--- src/rtl/wb_port_arbiter_if.sv ---
// rtl/wb_port_arbiter_if.sv - write-back/M-unit/register-file signal bundle for wb_port_arbiter
interface wb_port_arbiter_if;
   logic        P_VALID;
   logic [4:0]  P_RD;
   logic [31:0] P_DATA;
   logic        MD_VALID;
   logic        MD_READY;
   logic [4:0]  MD_RD;
   logic [31:0] MD_DATA;
   logic        ISSUE_VALID;
   logic [4:0]  ISSUE_RD;
   logic [4:0]  RS1;
   logic [4:0]  RS2;
   logic        HAZARD;
   logic [31:0] BUSY;
   logic        PIPE_STALL;
   logic        WRITE;
   logic [4:0]  INADDRESS;
   logic [31:0] IN;

   modport slave (
      input  P_VALID, P_RD, P_DATA, MD_VALID, MD_RD, MD_DATA,
      input  ISSUE_VALID, ISSUE_RD, RS1, RS2,
      output MD_READY, HAZARD, BUSY, PIPE_STALL, WRITE, INADDRESS, IN
   );

   modport master (
      output P_VALID, P_RD, P_DATA, MD_VALID, MD_RD, MD_DATA,
      output ISSUE_VALID, ISSUE_RD, RS1, RS2,
      input  MD_READY, HAZARD, BUSY, PIPE_STALL, WRITE, INADDRESS, IN
   );
endinterface

--- src/rtl/wb_port_arbiter.sv ---
// rtl/wb_port_arbiter.sv - register-file write port arbiter, pipeline priority with M-unit starvation guard
// Optional destination scoreboard enabled by defining WB_SCOREBOARD_EN.
module wb_port_arbiter #(
   parameter int MAX_WAIT = 4
) (
   input logic              CLK,
   input logic              RESET_N,
   wb_port_arbiter_if.slave bus
);
   localparam logic [1:0] S_IDLE  = 2'd0;
   localparam logic [1:0] S_WAIT  = 2'd1;
   localparam logic [1:0] S_FORCE = 2'd2;
   localparam logic [3:0] CNT_LAST = 4'(MAX_WAIT - 1);

   logic [1:0]  state_q, state_d;
   logic [3:0]  cnt_q, cnt_d;
   logic        write_q, write_d;
   logic [4:0]  addr_q, addr_d;
   logic [31:0] data_q, data_d;
   logic        md_grant;
   logic        p_grant;

   // In FORCE the pipeline is stalled, so its request is ignored.
   assign md_grant = bus.MD_VALID & ((state_q == S_FORCE) | ~bus.P_VALID);
   assign p_grant  = bus.P_VALID & (state_q != S_FORCE);

   assign bus.MD_READY   = md_grant;
   assign bus.PIPE_STALL = (state_q == S_FORCE);
   assign bus.WRITE      = write_q;
   assign bus.INADDRESS  = addr_q;
   assign bus.IN         = data_q;

   always_comb begin
      state_d = state_q;
      cnt_d   = cnt_q;
      case (state_q)
         S_IDLE: begin
            if (bus.MD_VALID & bus.P_VALID) begin
               state_d = (MAX_WAIT == 1) ? S_FORCE : S_WAIT;
               cnt_d   = 4'd1;
            end else begin
               cnt_d = 4'd0;
            end
         end
         S_WAIT: begin
            if (~bus.MD_VALID | md_grant) begin
               state_d = S_IDLE;
               cnt_d   = 4'd0;
            end else if (cnt_q == CNT_LAST) begin
               state_d = S_FORCE;
            end else begin
               cnt_d = cnt_q + 4'd1;
            end
         end
         default: begin
            state_d = S_IDLE;
            cnt_d   = 4'd0;
         end
      endcase
   end

   // Writes to x0 still consume the request but never reach the register file.
   always_comb begin
      write_d = 1'b0;
      addr_d  = addr_q;
      data_d  = data_q;
      if (md_grant) begin
         write_d = (bus.MD_RD != 5'd0);
         addr_d  = bus.MD_RD;
         data_d  = bus.MD_DATA;
      end else if (p_grant) begin
         write_d = (bus.P_RD != 5'd0);
         addr_d  = bus.P_RD;
         data_d  = bus.P_DATA;
      end
   end

   always_ff @(posedge CLK or negedge RESET_N) begin
      if (!RESET_N) begin
         state_q <= S_IDLE;
         cnt_q   <= 4'd0;
         write_q <= 1'b0;
         addr_q  <= 5'd0;
         data_q  <= 32'd0;
      end else begin
         state_q <= state_d;
         cnt_q   <= cnt_d;
         write_q <= write_d;
         addr_q  <= addr_d;
         data_q  <= data_d;
      end
   end

`ifdef WB_SCOREBOARD_EN
   logic [31:0] busy_q, busy_d;

   // Clear applied before set so a same-edge issue of the same register keeps it busy.
   always_comb begin
      busy_d = busy_q;
      if (md_grant)
         busy_d[bus.MD_RD] = 1'b0;
      if (bus.ISSUE_VALID & (bus.ISSUE_RD != 5'd0))
         busy_d[bus.ISSUE_RD] = 1'b1;
      busy_d[0] = 1'b0;
   end

   always_ff @(posedge CLK or negedge RESET_N) begin
      if (!RESET_N)
         busy_q <= 32'd0;
      else
         busy_q <= busy_d;
   end

   assign bus.BUSY   = busy_q;
   assign bus.HAZARD = ((bus.RS1 != 5'd0) & busy_q[bus.RS1]) |
                       ((bus.RS2 != 5'd0) & busy_q[bus.RS2]);
`else
   wire unused_sb_inputs = ^{bus.ISSUE_VALID, bus.ISSUE_RD, bus.RS1, bus.RS2};

   assign bus.BUSY   = 32'd0;
   assign bus.HAZARD = 1'b0;
`endif
endmodule

--- src/flat_wrapper.sv ---
// flat-port wrapper written by rule: the top's interface ports become plain ports
module wb_port_arbiter_flat 
#(
   parameter int MAX_WAIT = 4
)
  (CLK, RESET_N, bus_P_VALID, bus_P_RD, bus_P_DATA, bus_MD_VALID, bus_MD_RD, bus_MD_DATA, bus_ISSUE_VALID, bus_ISSUE_RD, bus_RS1, bus_RS2, bus_MD_READY, bus_HAZARD, bus_BUSY, bus_PIPE_STALL, bus_WRITE, bus_INADDRESS, bus_IN);
  wb_port_arbiter_if bus_i ();
  input logic CLK;
  input logic RESET_N;
  input wire logic [$bits(bus_i.P_VALID)-1:0] bus_P_VALID;
  input wire logic [$bits(bus_i.P_RD)-1:0] bus_P_RD;
  input wire logic [$bits(bus_i.P_DATA)-1:0] bus_P_DATA;
  input wire logic [$bits(bus_i.MD_VALID)-1:0] bus_MD_VALID;
  input wire logic [$bits(bus_i.MD_RD)-1:0] bus_MD_RD;
  input wire logic [$bits(bus_i.MD_DATA)-1:0] bus_MD_DATA;
  input wire logic [$bits(bus_i.ISSUE_VALID)-1:0] bus_ISSUE_VALID;
  input wire logic [$bits(bus_i.ISSUE_RD)-1:0] bus_ISSUE_RD;
  input wire logic [$bits(bus_i.RS1)-1:0] bus_RS1;
  input wire logic [$bits(bus_i.RS2)-1:0] bus_RS2;
  output wire logic [$bits(bus_i.MD_READY)-1:0] bus_MD_READY;
  output wire logic [$bits(bus_i.HAZARD)-1:0] bus_HAZARD;
  output wire logic [$bits(bus_i.BUSY)-1:0] bus_BUSY;
  output wire logic [$bits(bus_i.PIPE_STALL)-1:0] bus_PIPE_STALL;
  output wire logic [$bits(bus_i.WRITE)-1:0] bus_WRITE;
  output wire logic [$bits(bus_i.INADDRESS)-1:0] bus_INADDRESS;
  output wire logic [$bits(bus_i.IN)-1:0] bus_IN;
  assign bus_i.P_VALID = bus_P_VALID;
  assign bus_i.P_RD = bus_P_RD;
  assign bus_i.P_DATA = bus_P_DATA;
  assign bus_i.MD_VALID = bus_MD_VALID;
  assign bus_i.MD_RD = bus_MD_RD;
  assign bus_i.MD_DATA = bus_MD_DATA;
  assign bus_i.ISSUE_VALID = bus_ISSUE_VALID;
  assign bus_i.ISSUE_RD = bus_ISSUE_RD;
  assign bus_i.RS1 = bus_RS1;
  assign bus_i.RS2 = bus_RS2;
  assign bus_MD_READY = bus_i.MD_READY;
  assign bus_HAZARD = bus_i.HAZARD;
  assign bus_BUSY = bus_i.BUSY;
  assign bus_PIPE_STALL = bus_i.PIPE_STALL;
  assign bus_WRITE = bus_i.WRITE;
  assign bus_INADDRESS = bus_i.INADDRESS;
  assign bus_IN = bus_i.IN;
  wb_port_arbiter #(.MAX_WAIT(MAX_WAIT)) u_core (.CLK(CLK), .RESET_N(RESET_N), .bus(bus_i));
endmodule
--- config.mk ---
export PLATFORM = sky130hd
export DESIGN_NAME = wb_port_arbiter_flat
export DESIGN_NICKNAME = d
export VERILOG_FILES = /design/src/rtl/wb_port_arbiter_if.sv /design/src/rtl/wb_port_arbiter.sv /design/src/flat_wrapper.sv
export SDC_FILE = /design/constraint.sdc
export NUM_CORES = 1
export LEC_CHECK = 0
export BUFFER_PORTS_ARGS = -buffer_cell sky130_fd_sc_hd__buf_4
export CORE_MARGIN = 3
export CORE_UTILIZATION = 28
export DETAILED_ROUTE_END_ITERATION = 10
export PLACE_DENSITY_LB_ADDON = 0.08
export SYNTH_ARGS = -nofsm -noshare
export SYNTH_HDL_FRONTEND = slang
export SYNTH_SLANG_ARGS = --single-unit
--- constraint.sdc ---
create_clock -name CLK -period 3.9 [get_ports CLK]
set_clock_uncertainty 0.2 [all_clocks]
set_input_delay 0.78 -clock CLK [delete_from_list [all_inputs] [get_ports CLK]]
set_output_delay 0.78 -clock CLK [all_outputs]
set_load 0.02 [all_outputs]
==> flow_summary.yaml, run 1 <==
outcome:
  status: "finished, final reports clean"
clocking:
  cts_buffer_depth: 2
  holdBufCountCts: 0
  cts_tree: "yes"
  cts_setup_buffers: 0
  clkTransAtPathRegs_ns: 0.08
  numClockSinks: 44
  ctsResizeCount: 0
  numCtsBuffers: 5
  cts.htree.levels: 2
  root_buffer: "clkbuf_8"
  clock_latency_ns: 0.30
global_routing:
  antenna_found_initial: 0
  grt_pass1_wl_um: 9850
  grt_max_degree: 45
  use_met1_pct: 15.5
  busiest_layer: "met2"
  grt.total_usage_pct: 11.4
  grt_pass1_vias: 1806
  gr-total-overflow: 0
  gr-usage-met2_pct: 17.7
  grt_use_met3_pct: 3.40
final_layout:
  insertedDiodeCount: 0
  drive_above_1_share_pct: 66.3
  syn_to_final_growth_pct: 33.5
  nNetsFinal: 397
  final_cell_mix: "buf_4 (119), mux2_4 (69), dfrtp_1 (44), conb_1 (33)"
  fin_util_pct: 38.9
  layout_commonest_cell: "buf_4"
routing:
  drt-pass1-iter-count: 4
  postRouteAntennaNets: 0
  routed_wl_um: 6270
  drt-vias-per-instance: 3.95
  vias: 1706
  drtIter0Drc: 52
  drc: 0
  wl_per_cell_um: 14.5
hold_path:
  min_path_type: "input pin to async pin"
sta:
  slew_headroom_pct: 51.4
  worstMarginPinSlew_ns: 0.729
  rsz0062_at_grt: "false"
  fmax_mhz: 391
  min_period_ns: 2.56
  post-route-period-util_pct: 65.6
  tns_ns: 0
  hold_violations: 0
  setup_viol: 0
  slew_viol_final: 0
synth:
  yosysSeqAreaShare_pct: 40.5
  yosysUniqueCellTypes: 23
  netlist_instances: 186
  syn_area_per_cell_um2: 14.6
  yosysWarnings: 0
  ys_ff_latch: 44
  syn_area_um2: 2720
critical_path:
  cp_num_buf_inv: 2
  cp_slowest_stage_delay_ns: 0.42
  worstPathRequired_ns: 2.92
  path_cells: "buf_4 > and2_1 > buf_4"
  path_class: "input pin to output pin"
  cp_slowest_cell: "buf_4"
  worst_path_most_repeated_cell: "buf_4"
  cp.arrival_ns: 1.58
  setup.worst_path.end_class: "output pin"
  setup.worst_path.start_class: "input pin"
  cp_top_family: "buffers and inverters"
  critical_path.max_fanout: 26
floorplan:
  io_pins: 167
  core_um2: 9330
  die-area_um2: 10900
  die_w_um: 105
  start_util_pct: 29.2
  die_h_um: 105
  rows: 35
placement:
  dp_hpwl_um: 4390
  place.gp.congestion: 0.690
  io_buffer_count: 117
power_and_ir_drop:
  swShare_pct: 28.8
  p_clk_share_pct: 25.3
  peakVddDrop_v: 0.000139
  power.density_nw_per_um2: 330
  p_leak_nw: 1.89
  combPwrFrac_pct: 31.4
  switching_power_w: 0.000346
  power_frac_seq_pct: 43.2
  cellInternalPower_w: 0.000854
job:
  cap_violations: 0
## through the flow
| stage | hold slack [ns] | cells | total power [W] | instance area, um^2 | worst slack (ns) |
|---|---|---|---|---|---|
| 2_1_floorplan | 0.284 | 218 | 0.000787 | 2840 | 1.51 |
| 3_3_place_gp | 0.354 | 424 | 0.000909 | 3540 | 1.30 |
| 3_5_place_dp | 0.348 | 424 | 0.000909 | 3540 | 1.31 |
| 4_1_cts | 0.310 | 432 | 0.00123 | 3630 | 1.33 |
| 5_1_grt | 0.336 | 432 | 0.00127 | 3630 | 1.29 |
| 6_report | 0.287 | 432 | 0.00120 | 3630 | 1.34 |
## registers in the layout, indices dropped and copies added (netlist names)
name / flops
u_core.bus.IN: 32
u_core.bus.INADDRESS: 5
u_core.bus.WRITE: 1
u_core.cnt_q: 4
u_core.state_q: 2
## cells in the mapped netlist, drive strengths merged
| master | count | area [um^2] |
|---|---|---|
| xor2 | 2 | 17.5 |
| or4 | 2 | 15.0 |
| a21oi | 2 | 10.0 |
| nor2 | 5 | 18.8 |
| mux2i | 2 | 20.0 |
| nand4 | 1 | 6.26 |
| conb | 1 | 3.75 |
| buf | 42 | 362 |
| inv | 1 | 3.75 |
| o21ai | 2 | 13.8 |
| ha | 1 | 12.5 |
| nor2b | 1 | 6.26 |
| dfrtp | 44 | 1100 |
| nand2 | 1 | 3.75 |
| nand3 | 2 | 10.0 |
| and2 | 1 | 6.26 |
| mux2 | 75 | 1100 |
| nor3b | 1 | 7.51 |
## kinds of logic after synthesis
group,Yosys count,share of synthesized area (%)
adders and majority gates,1,0.460
and+or+nand+nor,14,2.71
xor gates and xnor gates,2,0.644
muxes,77,41.3
buffers and inverters,43,13.4
DFF,44,40.5
other,1,0.138
AOI/OAI and AO/OA,4,0.873
## routing by layer
metal  up-vias  share of wire (%)  wire length, um
met4         0                1.1               70
met5         -                  0                0
li1        807                  -                -
met3         6                7.2              452
met2        82                 45             2830
met1       811                 46             2910
## worst paths after layout
path | startpoint | endpoint | slack, ns | cells after the start
max | bus_MD_VALID | bus_MD_READY | 1.34 | 3
min | RESET_N | u_core.bus.IN[3] | 0.29 | 1
max reg2reg | u_core.state_q[0] | u_core.bus.IN[9] | 1.97 | 3
min reg2reg | u_core.cnt_q[1] | u_core.cnt_q[1] | 0.36 | 2
max in group asynchronous | RESET_N | u_core.bus.INADDRESS[4] | 2.82 | 1
min in group CLK | u_core.cnt_q[1] | u_core.cnt_q[1] | 0.36 | 2
## cell type report
type,instances,area [um^2]
Fill cell,938,5700
Tap cell,129,161
Sequential cell,44,1100
Clock buffer,8,90.1
Multi-Input combinational cell,131,1380
Inverter,1,3.75
Timing Repair Buffer,119,893
## power groups by stage
stage	clock [W]	combinational, W	sequential (W)
floorplan	0	0.000211	0.000576
global placement	0	0.000382	0.000528
detailed placement	0	0.000381	0.000528
CTS	0.000323	0.000383	0.000520
global route	0.000341	0.000402	0.000525
finish	0.000304	0.000377	0.000519
(Power assumes the default switching activity.)
==> run 2: changes to the inputs <==
==> constraint.sdc (replaced) <==
create_clock -name CLK -period 2.37 [get_ports CLK]
set_clock_uncertainty 0.2 [all_clocks]
set_input_delay 0.474 -clock CLK [delete_from_list [all_inputs] [get_ports CLK]]
set_output_delay 0.474 -clock CLK [all_outputs]
set_load 0.02 [all_outputs]
==> run 2 against run 1 <==
Effect of this change: the flow now finishes with violations (negative hold slack); global-route usage down 0.19 points; largest power group unchanged; die area unchanged; cell area up 1.5%; wire length about the same; utilization up 0.58 points; critical path depth unchanged; clock power up 68%; sequential power up 65%; first-iteration DRC count down 29%; cell count up 0.46%.
==> flow_summary.yaml, run 2 (same netlist as run 1, synthesis figures left out) <==
floorplan:
  die-area_um2: 10900
  io_pins: 167
  die_h_um: 105
  core_um2: 9330
  start_util_pct: 29.2
  rows: 35
  die_w_um: 105
sta:
  min_period_ns: 2.21
  hold_violations: 19
  post-route-period-util_pct: 93.1
  tns_ns: 0
  rsz0062_at_grt: "false"
  setup_viol: 0
  slew_headroom_pct: 60.1
  fmax_mhz: 453
  worstMarginPinSlew_ns: 0.599
  slew_viol_final: 0
  worst_hold_slack_ns: -0.0140
clocking:
  cts_buffer_depth: 2
  numCtsBuffers: 5
  cts.htree.levels: 2
  cts_tree: "yes"
  holdBufCountCts: 0
  root_buffer: "clkbuf_8"
  cts_setup_buffers: 0
  ctsResizeCount: 0
  clkTransAtPathRegs_ns: 0.08
  clock_latency_ns: 0.29
  numClockSinks: 44
final_layout:
  stdcell_count: 434
  layout_commonest_cell: "buf_4"
  syn_to_final_growth_pct: 35.4
  stdcell_area_um2: 3690
  nNetsFinal: 400
  drive_above_1_share_pct: 67.2
  fin_util_pct: 39.5
  final_cell_mix: "buf_4 (120), mux2_4 (69), dfrtp_1 (44), conb_1 (33), clkbuf_8 (7)"
  largest_reg_flops: 32
  nFillCells: 942
  insertedDiodeCount: 0
critical_path:
  critical_path.max_fanout: 10
  path_class: "flop to output pin"
  setup.worst_path.end_class: "output pin"
  critPathLaunch: "u_core.state_q[0]"
  cp.arrival_ns: 1.53
  cp_slowest_cell: "o21ai_4"
  setup.worst_path.start_class: "flop"
  cp_slowest_stage_delay_ns: 0.46
  worstPathRequired_ns: 1.70
  path_cells: "o21ai_4 > and2_1 > buf_4"
  reg2reg_from: "u_core.state_q[0]"
  reg2reg_slack_ns: 0.46
placement:
  placement.cell_area_um2: 3590
  io_buffer_count: 117
  dp_hpwl_um: 4540
  place.gp.congestion: 0.690
  post-place-cells: 427
power_and_ir_drop:
  power.density_nw_per_um2: 541
  peakVddDrop_v: 0.000230
  p_leak_nw: 1.92
routing:
  drt-pass1-iter-count: 4
  vias: 1736
  routed_wl_um: 6270
  drt-vias-per-instance: 4.00
  postRouteAntennaNets: 0
  drc: 0
  wl_per_cell_um: 14.4
  drtIter0Drc: 37
global_routing:
  grt_pass1_wl_um: 9790
  gr-total-overflow: 0
  grt_max_degree: 45
  grt_pass1_vias: 1790
  grt.total_usage_pct: 11.2
  antenna_found_initial: 0
job:
  cap_violations: 0
hold_path:
  min_path_type: "input pin to async pin"
outcome:
  violations: "negative hold slack"
  status: "finished with violations"
run 2: cell count changes in the layout (fill, tap and decap cells not counted):
cell / previous run / this run
clkbuf_1: 2 / 0
buf_4: 119 / 120
buf_12: 0 / 2
clkbuf_8: 6 / 7
run 2: critical path, delay by kind of cell (launching register included):
family | cells | cell delay, ns
AO/OA/AOI/OAI | 1 | 0.46
buffers and inverters | 1 | 0.13
flip-flops | 1 | 0.45
AND/OR/NAND/NOR | 1 | 0.20
run 2: layout make-up:
type | count | area (um^2) | share of cell area (%)
Clock buffer | 7 | 96.3 | 2.61
Inverter | 1 | 3.75 | 0.102
Multi-Input combinational cell | 131 | 1380 | 37.5
Sequential cell | 44 | 1100 | 29.9
Tap cell | 129 | 161 | 4.38
Timing Repair Buffer | 122 | 941 | 25.5
run 2: routing by layer:
layer  part of all wire [%]  vias up  wire, um  track usage (%)
li1                       -      813         -                -
met1                     45      840      2800             15.6
met2                     47       81      2930             17.0
met3                    8.2        2       515             3.64
met4                   0.49        0        31             2.53
met5                      0        -         0                0
run 2: final timing paths:
check | to | cells after the start
min reg2reg | u_core.cnt_q[0] | 1
max | bus_MD_READY | 3
min | u_core.bus.IN[3] | 1
min in group CLK | u_core.bus.IN[25] | 2
max in group asynchronous | u_core.bus.IN[23] | 1
max reg2reg | u_core.bus.IN[8] | 3
run 2: per-stage QoR:
step           setup WS [ns]  hold WS [ns]  power (W)
2_1_floorplan          0.566       -0.0216    0.00129
3_3_place_gp           0.450         0.336    0.00150
3_5_place_dp           0.429         0.332    0.00151
4_1_cts                0.126       0.00364    0.00204
5_1_grt               0.0519        0.0291    0.00211
6_report               0.164       -0.0140    0.00200
run 2: power breakdown:
| group | switching, W | internal [W] | total, W |
|---|---|---|---|
| registers | 0.0000386 | 0.000817 | 0.000855 |
| logic | 0.000273 | 0.000356 | 0.000629 |
| clock network | 0.000250 | 0.000260 | 0.000510 |
